**src/rtl/tdm_demux_1xn_if.sv**
```systemverilog
// Shared-lane TDM bus between the serial link and the demux; parity signals exist only
// when TDM_DEMUX_PARITY_EN is defined.
interface tdm_demux_1xn_if #(
  parameter int CHANNELS = 4,
  parameter int WIDTH    = 8
);
  logic [WIDTH-1:0]          din;
  logic                      din_valid;
  logic                      frame_sync;
  logic [CHANNELS*WIDTH-1:0] ch_data;
  logic [CHANNELS-1:0]       ch_valid;
  logic                      frame_done;
  logic                      sync_err;
`ifdef TDM_DEMUX_PARITY_EN
  logic                      din_par;
  logic                      par_err;
`endif

  modport master (
    output din, din_valid, frame_sync,
    input  ch_data, ch_valid, frame_done, sync_err
`ifdef TDM_DEMUX_PARITY_EN
    , output din_par
    , input  par_err
`endif
  );

  modport slave (
    input  din, din_valid, frame_sync,
    output ch_data, ch_valid, frame_done, sync_err
`ifdef TDM_DEMUX_PARITY_EN
    , input  din_par
    , output par_err
`endif
  );
endinterface

```
**src/rtl/tdm_demux_1xn.sv**
```systemverilog
// TDM receiver: tracks slot position from frame_sync and steers each word to a registered
// per-channel output. Optional odd-parity check enabled by TDM_DEMUX_PARITY_EN.
module tdm_demux_1xn #(
  parameter int CHANNELS = 4,
  parameter int WIDTH    = 8
) (
  input logic            clk,
  input logic            rst_n,
  tdm_demux_1xn_if.slave bus
);
  localparam int                SLOT_W    = $clog2(CHANNELS);
  localparam logic [SLOT_W-1:0] LAST_SLOT = SLOT_W'(CHANNELS - 1);

  typedef enum logic {HUNT, RECV} state_t;

  state_t              r_state, w_state_nxt;
  logic [SLOT_W-1:0]   r_slot, w_slot_nxt, w_wr_slot;
  logic                w_wr, w_wr_ok, w_done, w_serr, w_par_ok;

  logic [CHANNELS*WIDTH-1:0] r_ch_data_p1;
  logic [CHANNELS-1:0]       r_ch_valid_p1;
  logic                      r_frame_done_p1;
  logic                      r_sync_err_p1;

`ifdef TDM_DEMUX_PARITY_EN
  logic w_perr;
  logic r_par_err_p1;

  function automatic logic odd_par_ok(input logic [WIDTH-1:0] d, input logic p);
    return ^{d, p};
  endfunction

  assign w_par_ok = odd_par_ok(bus.din, bus.din_par);
  // Only words that would otherwise be written can raise a parity error.
  assign w_perr   = w_wr & ~w_par_ok;
`else
  assign w_par_ok = 1'b1;
`endif

  assign w_wr_ok = w_wr & w_par_ok;

  always_ff @(posedge clk or negedge rst_n) begin
    if (!rst_n) begin
      r_state <= HUNT;
      r_slot  <= '0;
    end else begin
      r_state <= w_state_nxt;
      r_slot  <= w_slot_nxt;
    end
  end

  always_comb begin
    w_state_nxt = r_state;
    w_slot_nxt  = r_slot;
    w_wr        = 1'b0;
    w_wr_slot   = '0;
    w_done      = 1'b0;
    w_serr      = 1'b0;
    if (bus.din_valid) begin
      unique case (r_state)
        HUNT: begin
          if (bus.frame_sync) begin
            w_wr        = 1'b1;
            w_slot_nxt  = SLOT_W'(1);
            w_state_nxt = RECV;
          end
        end
        RECV: begin
          if (r_slot == '0) begin
            if (bus.frame_sync) begin
              w_wr       = 1'b1;
              w_slot_nxt = SLOT_W'(1);
            end else begin
              w_serr      = 1'b1;
              w_state_nxt = HUNT;
            end
          end else if (bus.frame_sync) begin
            // Early sync: abandon the partial frame and restart on this word.
            w_serr     = 1'b1;
            w_wr       = 1'b1;
            w_slot_nxt = SLOT_W'(1);
          end else begin
            w_wr      = 1'b1;
            w_wr_slot = r_slot;
            if (r_slot == LAST_SLOT) begin
              w_done     = 1'b1;
              w_slot_nxt = '0;
            end else begin
              w_slot_nxt = r_slot + SLOT_W'(1);
            end
          end
        end
        default: w_state_nxt = HUNT;
      endcase
    end
  end

  // Output stage p1: registered channel words and one-cycle pulses.
  always_ff @(posedge clk or negedge rst_n) begin
    if (!rst_n) begin
      r_ch_data_p1    <= '0;
      r_ch_valid_p1   <= '0;
      r_frame_done_p1 <= 1'b0;
      r_sync_err_p1   <= 1'b0;
    end else begin
      for (int k = 0; k < CHANNELS; k++) begin
        r_ch_valid_p1[k] <= w_wr_ok && (w_wr_slot == SLOT_W'(k));
        if (w_wr_ok && (w_wr_slot == SLOT_W'(k)))
          r_ch_data_p1[k*WIDTH +: WIDTH] <= bus.din;
      end
      r_frame_done_p1 <= w_done;
      r_sync_err_p1   <= w_serr;
    end
  end

`ifdef TDM_DEMUX_PARITY_EN
  always_ff @(posedge clk or negedge rst_n) begin
    if (!rst_n) r_par_err_p1 <= 1'b0;
    else        r_par_err_p1 <= w_perr;
  end

  assign bus.par_err = r_par_err_p1;
`endif

  assign bus.ch_data    = r_ch_data_p1;
  assign bus.ch_valid   = r_ch_valid_p1;
  assign bus.frame_done = r_frame_done_p1;
  assign bus.sync_err   = r_sync_err_p1;
endmodule

```
**src/flat_wrapper.sv**
```systemverilog
// flat-port wrapper written by rule: the top's interface ports become plain ports
module tdm_demux_1xn_flat 
#(
  parameter int CHANNELS = 4,
  parameter int WIDTH    = 8
)
  (clk, rst_n, bus_din, bus_din_valid, bus_frame_sync, bus_ch_data, bus_ch_valid, bus_frame_done, bus_sync_err);
  tdm_demux_1xn_if #(.CHANNELS(CHANNELS), .WIDTH(WIDTH)) bus_i ();
  input logic clk;
  input logic rst_n;
  input wire logic [$bits(bus_i.din)-1:0] bus_din;
  input wire logic [$bits(bus_i.din_valid)-1:0] bus_din_valid;
  input wire logic [$bits(bus_i.frame_sync)-1:0] bus_frame_sync;
  output wire logic [$bits(bus_i.ch_data)-1:0] bus_ch_data;
  output wire logic [$bits(bus_i.ch_valid)-1:0] bus_ch_valid;
  output wire logic [$bits(bus_i.frame_done)-1:0] bus_frame_done;
  output wire logic [$bits(bus_i.sync_err)-1:0] bus_sync_err;
  assign bus_i.din = bus_din;
  assign bus_i.din_valid = bus_din_valid;
  assign bus_i.frame_sync = bus_frame_sync;
  assign bus_ch_data = bus_i.ch_data;
  assign bus_ch_valid = bus_i.ch_valid;
  assign bus_frame_done = bus_i.frame_done;
  assign bus_sync_err = bus_i.sync_err;
  tdm_demux_1xn #(.CHANNELS(CHANNELS), .WIDTH(WIDTH)) u_core (.clk(clk), .rst_n(rst_n), .bus(bus_i));
endmodule
```
**config.mk**
```make
export PLATFORM = sky130hd
export DESIGN_NAME = tdm_demux_1xn_flat
export DESIGN_NICKNAME = d
export VERILOG_FILES = /design/src/rtl/tdm_demux_1xn_if.sv /design/src/rtl/tdm_demux_1xn.sv /design/src/flat_wrapper.sv
export SDC_FILE = /design/constraint.sdc
export NUM_CORES = 1
export LEC_CHECK = 0
export BUFFER_PORTS_ARGS = -buffer_cell sky130_fd_sc_hd__buf_2
export CAP_MARGIN = 25
export CELL_PAD_IN_SITES_DETAIL_PLACEMENT = 1
export CELL_PAD_IN_SITES_GLOBAL_PLACEMENT = 2
export CORE_MARGIN = 10
export CORE_UTILIZATION = 35
export CTS_BUF_LIST = sky130_fd_sc_hd__clkbuf_16
export DETAILED_ROUTE_END_ITERATION = 7
export HOLD_SLACK_MARGIN = 0.03
export PLACE_DENSITY_LB_ADDON = 0.1
export SYNTH_ARGS = -nofsm -noshare
export SYNTH_HDL_FRONTEND = slang
export SYNTH_SLANG_ARGS = --single-unit
```
**constraint.sdc**
```tcl
create_clock -name clk -period 2.5 [get_ports clk]
set_clock_uncertainty 0.1 [all_clocks]
set_input_delay 0.375 -clock clk [delete_from_list [all_inputs] [get_ports clk]]
set_output_delay 0.375 -clock clk [all_outputs]
set_load 0.03 [all_outputs]
```
==> key figures, run 1 <==
Critical path
  – R2R cell count: 7
  – CP max-delay cell: dfrtp_1
  – Most used cell, CP: ha_1
  – Critical-path cell list: inv_1, ha_1, ha_1, nor2b_1, o211a_1, buf_4, mux2_4
  – CP delay by family, top: adder cells
  – Instance count on the critical path: 7
  – Worst Path Arrival: 2220 ps
  – Critical Path Fanout Max: 9
  – Worst Setup SP: u_core.r_slot[0]
  – Crit path buffers/inverters: 2
  – Critical Path Source Type: flop
  – Worst setup path class: flop to flop
  – Critical path's largest stage delay: 420 ps
  – Crit path required time: 2560 ps
  – Crit path capture type: flop
  – RR Startpoint: u_core.r_slot[0]

STA
  – Worst-Margin Slew: 889 ps
  – Final number of setup-violating endpoints: 0
  – Final-report hold violation count: 0
  – Period minus WS final: 2160 ps
  – Setup TNS: 0 ps
  – RSZ-0062 raised after global routing: no
  – Period utilization: 0.865
  – Rel. slew slack: 0.407
  – Slew Limit Fails: 0
  – Maximum clock rate: 462 MHz
  – Setup WS post-layout: 338 ps

Clocking
  – Clock latency on the worst-skew pair: 270 ps
  – Reg clk slew, reported paths: 60 ps
  – Root Buffer: clkbuf_16
  – Number of setup buffers added after CTS: 0
  – H-tree depth: 2
  – Sink Count: 41
  – Max clock buf depth: 2
  – # resized after CTS: 0
  – Total CTS buffers: 5
  – CTS tree: done
  – Post-CTS Hold Buffers: 0

Floorplanning
  – Die width: 90.3 um
  – Boundary pin count: 50
  – Core Area: 4750 um^2
  – DIE AREA: 8160 um^2
  – Placement Rows: 25
  – Initial Utilization: 0.364
  – Height of the chip: 90.3 um

Routing
  – WL per Instance: 18.5 um
  – Post-Route WL: 4220 um
  – Drt first-iter violations: 24
  – Via-to-Cell Ratio: 4.64
  – Drt pass-1 iters: 3
  – DR DRC count: 0
  – Via Count: 1059
  – Detail Route Antenna Nets: 0

Synthesis
  – Post-Synthesis Cells: 104
  – Mapped Area: 1730 um^2
  – Post-synth net total: 119
  – Synth unique cells: 24
  – Seq/Total Area, Yosys: 0.592
  – Mapped Avg Cell Area: 16.7 um^2
  – Synth Warn #: 0
  – Synth Register Bits: 41

Job
  – Max cap viols: 0

Cells and area
  – P&R area growth vs syn: 28.4%
  – Nets@finish: 175
  – Layout Cell Area excl Fill: 2220 um^2
  – N_diodes: 0
  – Layout cells sized above 1: 0.534
  – Final core occ: 0.468

Power
  – Power per cell area: 1370 nW/um^2
  – Peak VDD IR: 0.455 mV
  – P_leak: 0.00120 uW
  – Final Power: 3050 uW

Global routing
  – Largest net degree at the start of global routing: 42
  – First-pass GRT wire length: 6910 um
  – Number of global-route vias before repair: 1229
  – Global-route usage over all layers: 0.107
  – Grt ovf: 0
  – Initial antenna violation count: 0

Placement
  – GPL Wtd Cong: 0.796
  – Post-DP HPWL: 3170 um
  – PortBufs: 49
  – DP Area: 2060 um^2
  – Pre-CTS setup slack: 302 ps

Min path
  – Hold/Removal Path Class: input pin to async pin

Status
  – Status: complete, no violations
-- power breakdown --
| group | leakage [uW] | switching (uW) | total, uW | internal (uW) |
|---|---|---|---|---|
| Sequential | 0.000523 | 155 | 1060 | 903 |
| Combinational | 0.000604 | 789 | 1280 | 491 |
| Clock | 0.0000775 | 245 | 712 | 467 |
-- synthesized netlist by cell type --
cell       count  area (um^2)
a21boi_2       1         11.3
nor2_1         1         3.75
and3b_1        2         17.5
and2b_1        1         7.51
nand2_1        2         7.51
a21oi_1        1         5.00
o221ai_4       1         26.3
inv_1          6         22.5
nand4_4        1         21.3
ha_1           3         37.5
mux2_4        16          240
buf_4          1         7.51
nor2b_1        2         12.5
o211a_1        1         10.0
a31oi_1        1         6.26
mux2_2         6         67.6
o2111ai_4      1         26.3
a22o_1         1         8.76
dfrtp_1       41         1030
and4bb_4       1         16.3
nand4bb_2      1         16.3
o21ai_0        2         10.0
buf_6          1         11.3
mux2_1        10          113
-- flip-flops by register name, summed over array words and instances (netlist names) --
register / cells
u_core.bus.frame_done: 1
u_core.r_slot: 2
u_core.bus.sync_err: 1
u_core.bus.ch_data: 32
u_core.r_state: 1
u_core.bus.ch_valid: 4
-- layout by cell type, fill, tap and decap left out --
cell        count
nor2_1          1
clkinvlp_4      1
clkbuf_16       5
inv_1           6
o221ai_4        1
and2b_1         1
bufinv_16       1
nand4_4         1
buf_4           2
clkinv_1        1
a21oi_1         1
a31oi_1         1
o21ai_0         2
and3b_1         2
dfrtp_1        41
a21boi_2        1
mux2_2          6
buf_2          49
nor2b_1         2
nand4bb_2       1
ha_1            3
nand2_1         2
o2111ai_4       1
o211a_1         1
and4bb_4        1
mux2_4         16
a22o_1          1
mux2_1         10
-- per-layer routing --
layer  vias up  GRT usage  wire length (um)
li1        480          -                 -
met1       539      0.125              1920
met2        35      0.171              1960
met3         5     0.0432               280
met4         0     0.0438                68
met5         -          0                 0
-- worst register-to-register path, cell delays in order (launching register included) --
cell and delay (ps):
dfrtp_1 420, inv_1 70, ha_1 240, ha_1 240
nor2b_1 260, o211a_1 200, buf_4 210, mux2_4 330
-- area by class of cell --
| class | count | area, um^2 |
|---|---|---|
| Fill cell | 513 | 2530 |
| Sequential cell | 41 | 1030 |
| Multi-Input combinational cell | 55 | 664 |
| Timing Repair Buffer | 51 | 260 |
| Clock buffer | 5 | 125 |
| Tap cell | 67 | 83.8 |
| Clock inverter | 3 | 41.3 |
| Inverter | 6 | 22.5 |
-- stage by stage --
step                      hold slack, ps  cells
after global placement               369    220
after global routing                 197    228
after floorplan                    -20.6    104
final                                123    228
after detailed placement             381    220
after CTS                            160    228
-- cells by family after synthesis --
group           Yosys count  share of synthesized area
fa+ha+maj                 3                     0.0217
flops                    41                      0.592
simple gates             11                     0.0593
compound gates            9                     0.0600
mux                      32                      0.243
buf+inv                   8                     0.0238
-- path summary, 6_finish.rpt --
check / to / slack [ps]
worst max-delay path: u_core.bus.ch_data[10] / 340
worst min-delay path: u_core.bus.ch_data[5] / 120
worst max register to register: u_core.bus.ch_data[10] / 340
worst min register to register: u_core.bus.ch_data[19] / 390
max in group asynchronous: u_core.r_slot[1] / 1620
min in group clk: u_core.bus.ch_data[24] / 260
Power figures use the tool's default switching activity.
==> inputs of run 2 (changes only) <==
==> constraint.sdc (replaced) <==
create_clock -name clk -period 2.5 [get_ports clk]
set_clock_uncertainty 0.1 [all_clocks]
set_input_delay 0.625 -clock clk [delete_from_list [all_inputs] [get_ports clk]]
set_output_delay 0.625 -clock clk [all_outputs]
set_load 0.03 [all_outputs]
==> run 2 against run 1 <==
Sequential share of layout area fell by 0.49 points. Critical path depth down 1. Worst hold slack gained 140 ps. Total power fell by 0.46%. Clock-buffer cell count stayed put. Via count grew 1.7%. Register-to-register slack worse by 30 ps. Combinational power is essentially flat. Critical path type unchanged. Largest cell class unchanged. Largest power group unchanged.
==> key figures, run 2 (same netlist as run 1, synthesis figures left out) <==
Clocking
  – Root Buffer: clkbuf_16 (unchanged)
  – # resized after CTS: 0 (unchanged)
  – Clock latency on the worst-skew pair: 270 ps (about the same)
  – Total CTS buffers: 5 (unchanged)
  – Max clock buf depth: 2 (unchanged)
  – Post-CTS Hold Buffers: 0 (unchanged)
  – Number of setup buffers added after CTS: 0 (unchanged)
  – H-tree depth: 2 (unchanged)
  – CTS tree: done (unchanged)
  – Reg clk slew, reported paths: 60 ps (about the same)
  – Sink Count: 41 (unchanged)

Floorplanning
  – Initial Utilization: 0.364 (unchanged)
  – Die width: 90.3 um (unchanged)
  – Height of the chip: 90.3 um (unchanged)
  – Core Area: 4750 um^2 (unchanged)
  – Placement Rows: 25 (unchanged)
  – DIE AREA: 8160 um^2 (unchanged)
  – Boundary pin count: 50 (unchanged)

Routing
  – Drt pass-1 iters: 4 (was 3)
  – WL per Instance: 18.1 um (was 18.5 um)
  – DR DRC count: 0 (unchanged)
  – Drt first-iter violations: 39 (was 24)
  – Via-to-Cell Ratio: 4.68 (was 4.64)
  – Post-Route WL: 4170 um (was 4220 um)
  – Via Count: 1077 (was 1059)
  – Detail Route Antenna Nets: 0 (unchanged)

STA
  – Final number of setup-violating endpoints: 0 (unchanged)
  – Setup TNS: 0 ps (unchanged)
  – Slew Limit Fails: 0 (unchanged)
  – Rel. slew slack: 0.590 (was 0.407)
  – Period minus WS final: 2190 ps (was 2160 ps)
  – Worst-Margin Slew: 614 ps (was 889 ps)
  – Maximum clock rate: 457 MHz (was 462 MHz)
  – Period utilization: 0.876 (was 0.865)
  – RSZ-0062 raised after global routing: no (unchanged)
  – Final-report hold violation count: 0 (unchanged)

Status
  – Status: complete, no violations (unchanged)

Placement
  – Post-DP HPWL: 3140 um (was 3170 um)
  – PortBufs: 49 (unchanged)
  – GPL Wtd Cong: 0.733 (was 0.796)
  – DP Area: 2080 um^2 (was 2060 um^2)

Cells and area
  – Reg area: 1030 um^2 (unchanged)
  – N_diodes: 0 (unchanged)
  – Nets@finish: 177 (was 175)
  – Layout cells sized above 1: 0.534 (about the same)
  – P&R area growth vs syn: 29.8% (was 28.4%)
  – Multi-input gate area: 664 um^2 (unchanged)
  – Commonest non-fill, non-tap cell in the layout: buf_2 (unchanged)
  – Max reg flops: 32 (unchanged)
  – Commonest non-fill, non-tap cells in the layout: buf_2, dfrtp_1, mux2_4 (unchanged)
  – Fill count: 510 (was 513)
  – Layout Cell Area excl Fill: 2250 um^2 (was 2220 um^2)

Critical path
  – Critical Path Source Type: flop (unchanged)
  – Reg2reg setup slack: 310 ps (was 340 ps)
  – R2R cell count: 6 (was 7)
  – Crit path required time: 2550 ps (was 2560 ps)
  – Worst Setup SP: u_core.r_slot[0] (unchanged)
  – Worst Setup EP: u_core.bus.ch_data[16] (was u_core.bus.ch_data[10])
  – Worst Path Arrival: 2240 ps (was 2220 ps)
  – Worst setup path class: flop to flop (unchanged)
  – RR Startpoint: u_core.r_slot[0] (unchanged)
  – Critical Path Fanout Max: 9 (unchanged)
  – Crit path capture type: flop (unchanged)
  – Terminus of the critical flop-to-flop path: u_core.bus.ch_data[16] (was u_core.bus.ch_data[10])

Power
  – Peak VDD IR: 0.548 mV (was 0.455 mV)
  – Power per cell area: 1350 nW/um^2 (was 1370 nW/um^2)
  – P_leak: 0.00122 uW (was 0.00120 uW)

Global routing
  – First-pass GRT wire length: 6840 um (was 6910 um)
  – Number of global-route vias before repair: 1250 (was 1229)
  – Global-route usage over all layers: 0.105 (was 0.107)
  – Grt ovf: 0 (unchanged)
  – Initial antenna violation count: 0 (unchanged)
  – Largest net degree at the start of global routing: 27 (was 42)

Min path
  – Hold/Removal Path Class: input pin to async pin (unchanged)

Job
  – Max cap viols: 0 (unchanged)
## run 2: cell types whose count changed in the layout (fill, tap and decap cells not counted), sizes merged
cell	previous run	this run
buf	51	53
clkinvlp	1	0
inv	6	7
## run 2: where the power goes
group	leakage (uW)	switching, uW	internal, uW
sequential	0.000523	148	903
clock	0.0000826	234	463
combinational	0.000617	786	502
total	0.00122	1170	1870
## run 2: worst min-delay path by stage
stage,start,endpoint,cells after the start
global route,rst_n,u_core.r_slot[0],1
global placement,u_core.bus.ch_data[19],u_core.bus.ch_data[19],1
floorplan,rst_n,u_core.bus.ch_data[0],0
finish,rst_n,u_core.r_slot[0],1
CTS,rst_n,u_core.bus.ch_data[28],1
detailed placement,u_core.bus.ch_data[24],u_core.bus.ch_data[24],1
## run 2: final cells by class
class	instances	share of cell area
clock inverter	3	0.0167
inverter	6	0.0100
timing repair buffer	53	0.128
tap	67	0.0373
sequential	41	0.457
clock buffer	5	0.0557
multi-input combinational	55	0.296
## run 2: metal layers
layer | part of all wire | up-vias | wire length [um] | track usage
met5 | 0 | - | 0 | 0
met2 | 0.45 | 38 | 1870 | 0.156
li1 | - | 484 | - | -
met3 | 0.070 | 2 | 293 | 0.0449
met4 | 0.0055 | 0 | 23 | 0.0318
met1 | 0.47 | 553 | 1980 | 0.135
## run 2: through the flow
stage	total power [uW]	setup slack, ps	utilization	std cells	hold WS, ps
floorplan	1960	391	-	104	229
global placement	2340	217	0.438	222	368
detailed placement	2370	149	0.438	222	377
CTS	3080	275	0.473	230	277
global route	3210	180	0.473	230	298
finish	3040	309	0.473	230	261
## run 2: worst max-delay path, stage by stage, from the launching register on
cell	delay, ps
dfrtp_1	420
inv_1	60
ha_1	260
ha_1	240
a21boi_2	270
o2111ai_4	310
mux2_1	400
==> inputs of run 3 (changes only) <==
--- a/config.mk
+++ b/config.mk
@@ -9,7 +9,7 @@
 export CAP_MARGIN = 25
 export CELL_PAD_IN_SITES_DETAIL_PLACEMENT = 1
 export CELL_PAD_IN_SITES_GLOBAL_PLACEMENT = 2
-export CORE_MARGIN = 10
+export CORE_MARGIN = 3
 export CORE_UTILIZATION = 35
 export CTS_BUF_LIST = sky130_fd_sc_hd__clkbuf_16
 export DETAILED_ROUTE_END_ITERATION = 7
==> run 3 against run 2 <==
Worst setup slack improved by 10 ps. Largest power group unchanged. Combinational power barely moved. Largest cell class unchanged. Die area fell by 29%. Sequential share of layout area rose by 0.13 points. Non-clock buffer count fell by 1. Global-route usage rose by 3.4 points. Register-to-register slack barely moved. Utilization rose by 1.8 points. Via count fell by 2.1%. Final area fell by 0.28%.
==> key figures, run 3 (same netlist as run 1, synthesis figures left out) <==
Critical path
  – Critical Path Source Type: flop (unchanged)
  – Crit path required time: 2570 ps (was 2550 ps)
  – CP max-delay cell: dfrtp_1 (unchanged)
  – Most used cell, CP: ha_1 (unchanged)
  – Worst Setup EP: u_core.bus.ch_data[13] (was u_core.bus.ch_data[16])
  – Critical path's largest stage delay: 430 ps (was 420 ps)
  – R2R cell count: 7 (was 6)
  – Crit path buffers/inverters: 2 (was 1)
  – RR Startpoint: u_core.r_slot[0] (unchanged)
  – Terminus of the critical flop-to-flop path: u_core.bus.ch_data[13] (was u_core.bus.ch_data[16])
  – Instance count on the critical path: 7 (was 6)
  – Critical Path Fanout Max: 9 (unchanged)
  – Worst Path Arrival: 2250 ps (was 2240 ps)
  – Worst Setup SP: u_core.r_slot[0] (unchanged)
  – Critical-path cell list: inv_1, ha_1, ha_1, nor2b_1, o211a_1, buf_12, mux2_4 (was inv_1, ha_1, ha_1, a21boi_2, o2111ai_4, mux2_1)
  – Reg2reg setup slack: 320 ps (was 310 ps)
  – Crit path capture type: flop (unchanged)
  – CP delay by family, top: adder cells (was compound AO/OA/AOI/OAI gates)
  – Worst setup path class: flop to flop (unchanged)

STA
  – Period minus WS final: 2180 ps (was 2190 ps)
  – Final-report hold violation count: 0 (unchanged)
  – Final number of setup-violating endpoints: 0 (unchanged)
  – Rel. slew slack: 0.651 (was 0.590)
  – Setup TNS: 0 ps (unchanged)
  – Worst-Margin Slew: 524 ps (was 614 ps)
  – Maximum clock rate: 459 MHz (was 457 MHz)
  – RSZ-0062 raised after global routing: no (unchanged)
  – Slew Limit Fails: 0 (unchanged)
  – Period utilization: 0.872 (was 0.876)

Clocking
  – Max clock buf depth: 2 (unchanged)
  – Number of setup buffers added after CTS: 0 (unchanged)
  – Post-CTS Hold Buffers: 0 (unchanged)
  – CTS tree: done (unchanged)
  – Reg clk slew, reported paths: 60 ps (about the same)
  – Sink Count: 41 (unchanged)
  – # resized after CTS: 0 (unchanged)
  – Clock latency on the worst-skew pair: 280 ps (was 270 ps)
  – Total CTS buffers: 5 (unchanged)
  – Root Buffer: clkbuf_16 (unchanged)
  – H-tree depth: 2 (unchanged)

Global routing
  – Grt ovf: 0 (unchanged)
  – Number of global-route vias before repair: 1181 (was 1250)
  – M3 GR Usage: 0.0556 (was 0.0449)
  – Grt met2 use: 0.204 (was 0.156)
  – Largest net degree at the start of global routing: 42 (was 27)
  – Global routing's busiest layer: met2 (unchanged)
  – Global-route usage over all layers: 0.140 (was 0.105)
  – First-pass GRT wire length: 6240 um (was 6840 um)
  – Met1 usage: 0.183 (was 0.135)
  – Initial antenna violation count: 0 (unchanged)

Power
  – P_leak: 0.00121 uW (was 0.00122 uW)
  – Peak VDD IR: 0.592 mV (was 0.548 mV)
  – Power per cell area: 1350 nW/um^2 (about the same)

Routing
  – WL per Instance: 16.4 um (was 18.1 um)
  – Via-to-Cell Ratio: 4.64 (was 4.68)
  – Via Count: 1054 (was 1077)
  – Post-Route WL: 3720 um (was 4170 um)
  – DR DRC count: 0 (unchanged)
  – Drt pass-1 iters: 2 (was 4)
  – Drt first-iter violations: 48 (was 39)
  – Detail Route Antenna Nets: 0 (unchanged)

Floorplanning
  – Die width: 76.3 um (was 90.3 um)
  – Boundary pin count: 50 (unchanged)
  – Core Area: 4560 um^2 (was 4750 um^2)
  – Height of the chip: 76.3 um (was 90.3 um)
  – Placement Rows: 24 (was 25)
  – DIE AREA: 5830 um^2 (was 8160 um^2)
  – Initial Utilization: 0.379 (was 0.364)

Cells and area
  – Layout Cell Area excl Fill: 2240 um^2 (was 2250 um^2)
  – Commonest non-fill, non-tap cell in the layout: buf_2 (unchanged)
  – Layout cells sized above 1: 0.537 (was 0.534)
  – N_diodes: 0 (unchanged)
  – Max reg flops: 32 (unchanged)
  – P&R area growth vs syn: 29.4% (was 29.8%)
  – Commonest non-fill, non-tap cells in the layout: buf_2, dfrtp_1, mux2_4 (unchanged)
  – Nets@finish: 176 (was 177)

Placement
  – DP Area: 2070 um^2 (was 2080 um^2)
  – Post-DP HPWL: 2620 um (was 3140 um)
  – PortBufs: 49 (unchanged)
  – GPL Wtd Cong: 0.740 (was 0.733)

Job
  – Max cap viols: 0 (unchanged)

Min path
  – Hold/Removal Path Class: input pin to async pin (unchanged)

Status
  – Status: complete, no violations (unchanged)
run 3: cell types whose count changed in the layout (fill, tap and decap cells not counted):
cell	previous run	this run
buf_4	3	2
clkinvlp_4	0	1
inv_1	7	6
run 3: layer usage:
layer	up-vias	part of all wire	wire length, um
met1	525	0.48	1780
met2	39	0.43	1610
met4	0	0.017	64
met5	-	0	0
li1	483	-	-
met3	7	0.073	271
run 3: report_power, final:
| group | total, uW | internal (uW) | switching [uW] |
|---|---|---|---|
| clock network | 720 | 467 | 253 |
| logic | 1270 | 500 | 767 |
| registers | 1050 | 903 | 145 |
run 3: per-stage QoR:
stage | std cells | setup slack, ps | power [uW] | hold WS, ps | utilization
finish | 227 | 320 | 3030 | 305 | 0.491
global route | 227 | 197 | 3220 | 355 | 0.491
CTS | 227 | 307 | 3090 | 327 | 0.491
detailed placement | 219 | 171 | 2340 | 377 | 0.454
global placement | 219 | 221 | 2310 | 368 | 0.454
floorplan | 104 | 391 | 1960 | 229 | -
run 3: cell type report:
type,instances,area (um^2)
tap,65,81.3
clock buffer,5,125
fill,490,2320
multi-input combinational,55,664
clock inverter,3,41.3
inverter,6,22.5
timing repair buffer,52,280
sequential,41,1030
run 3: how the worst min path moves through the flow:
stage | from | endpoint | slack (ps) | depth (start not counted)
global route | rst_n | u_core.bus.ch_data[6] | 350 | 2
detailed placement | u_core.bus.ch_data[26] | u_core.bus.ch_data[26] | 380 | 1
finish | rst_n | u_core.bus.ch_valid[1] | 300 | 2
floorplan | rst_n | u_core.bus.ch_data[0] | 230 | 0
CTS | rst_n | u_core.bus.ch_valid[1] | 330 | 2
global placement | u_core.bus.ch_data[16] | u_core.bus.ch_data[16] | 370 | 1
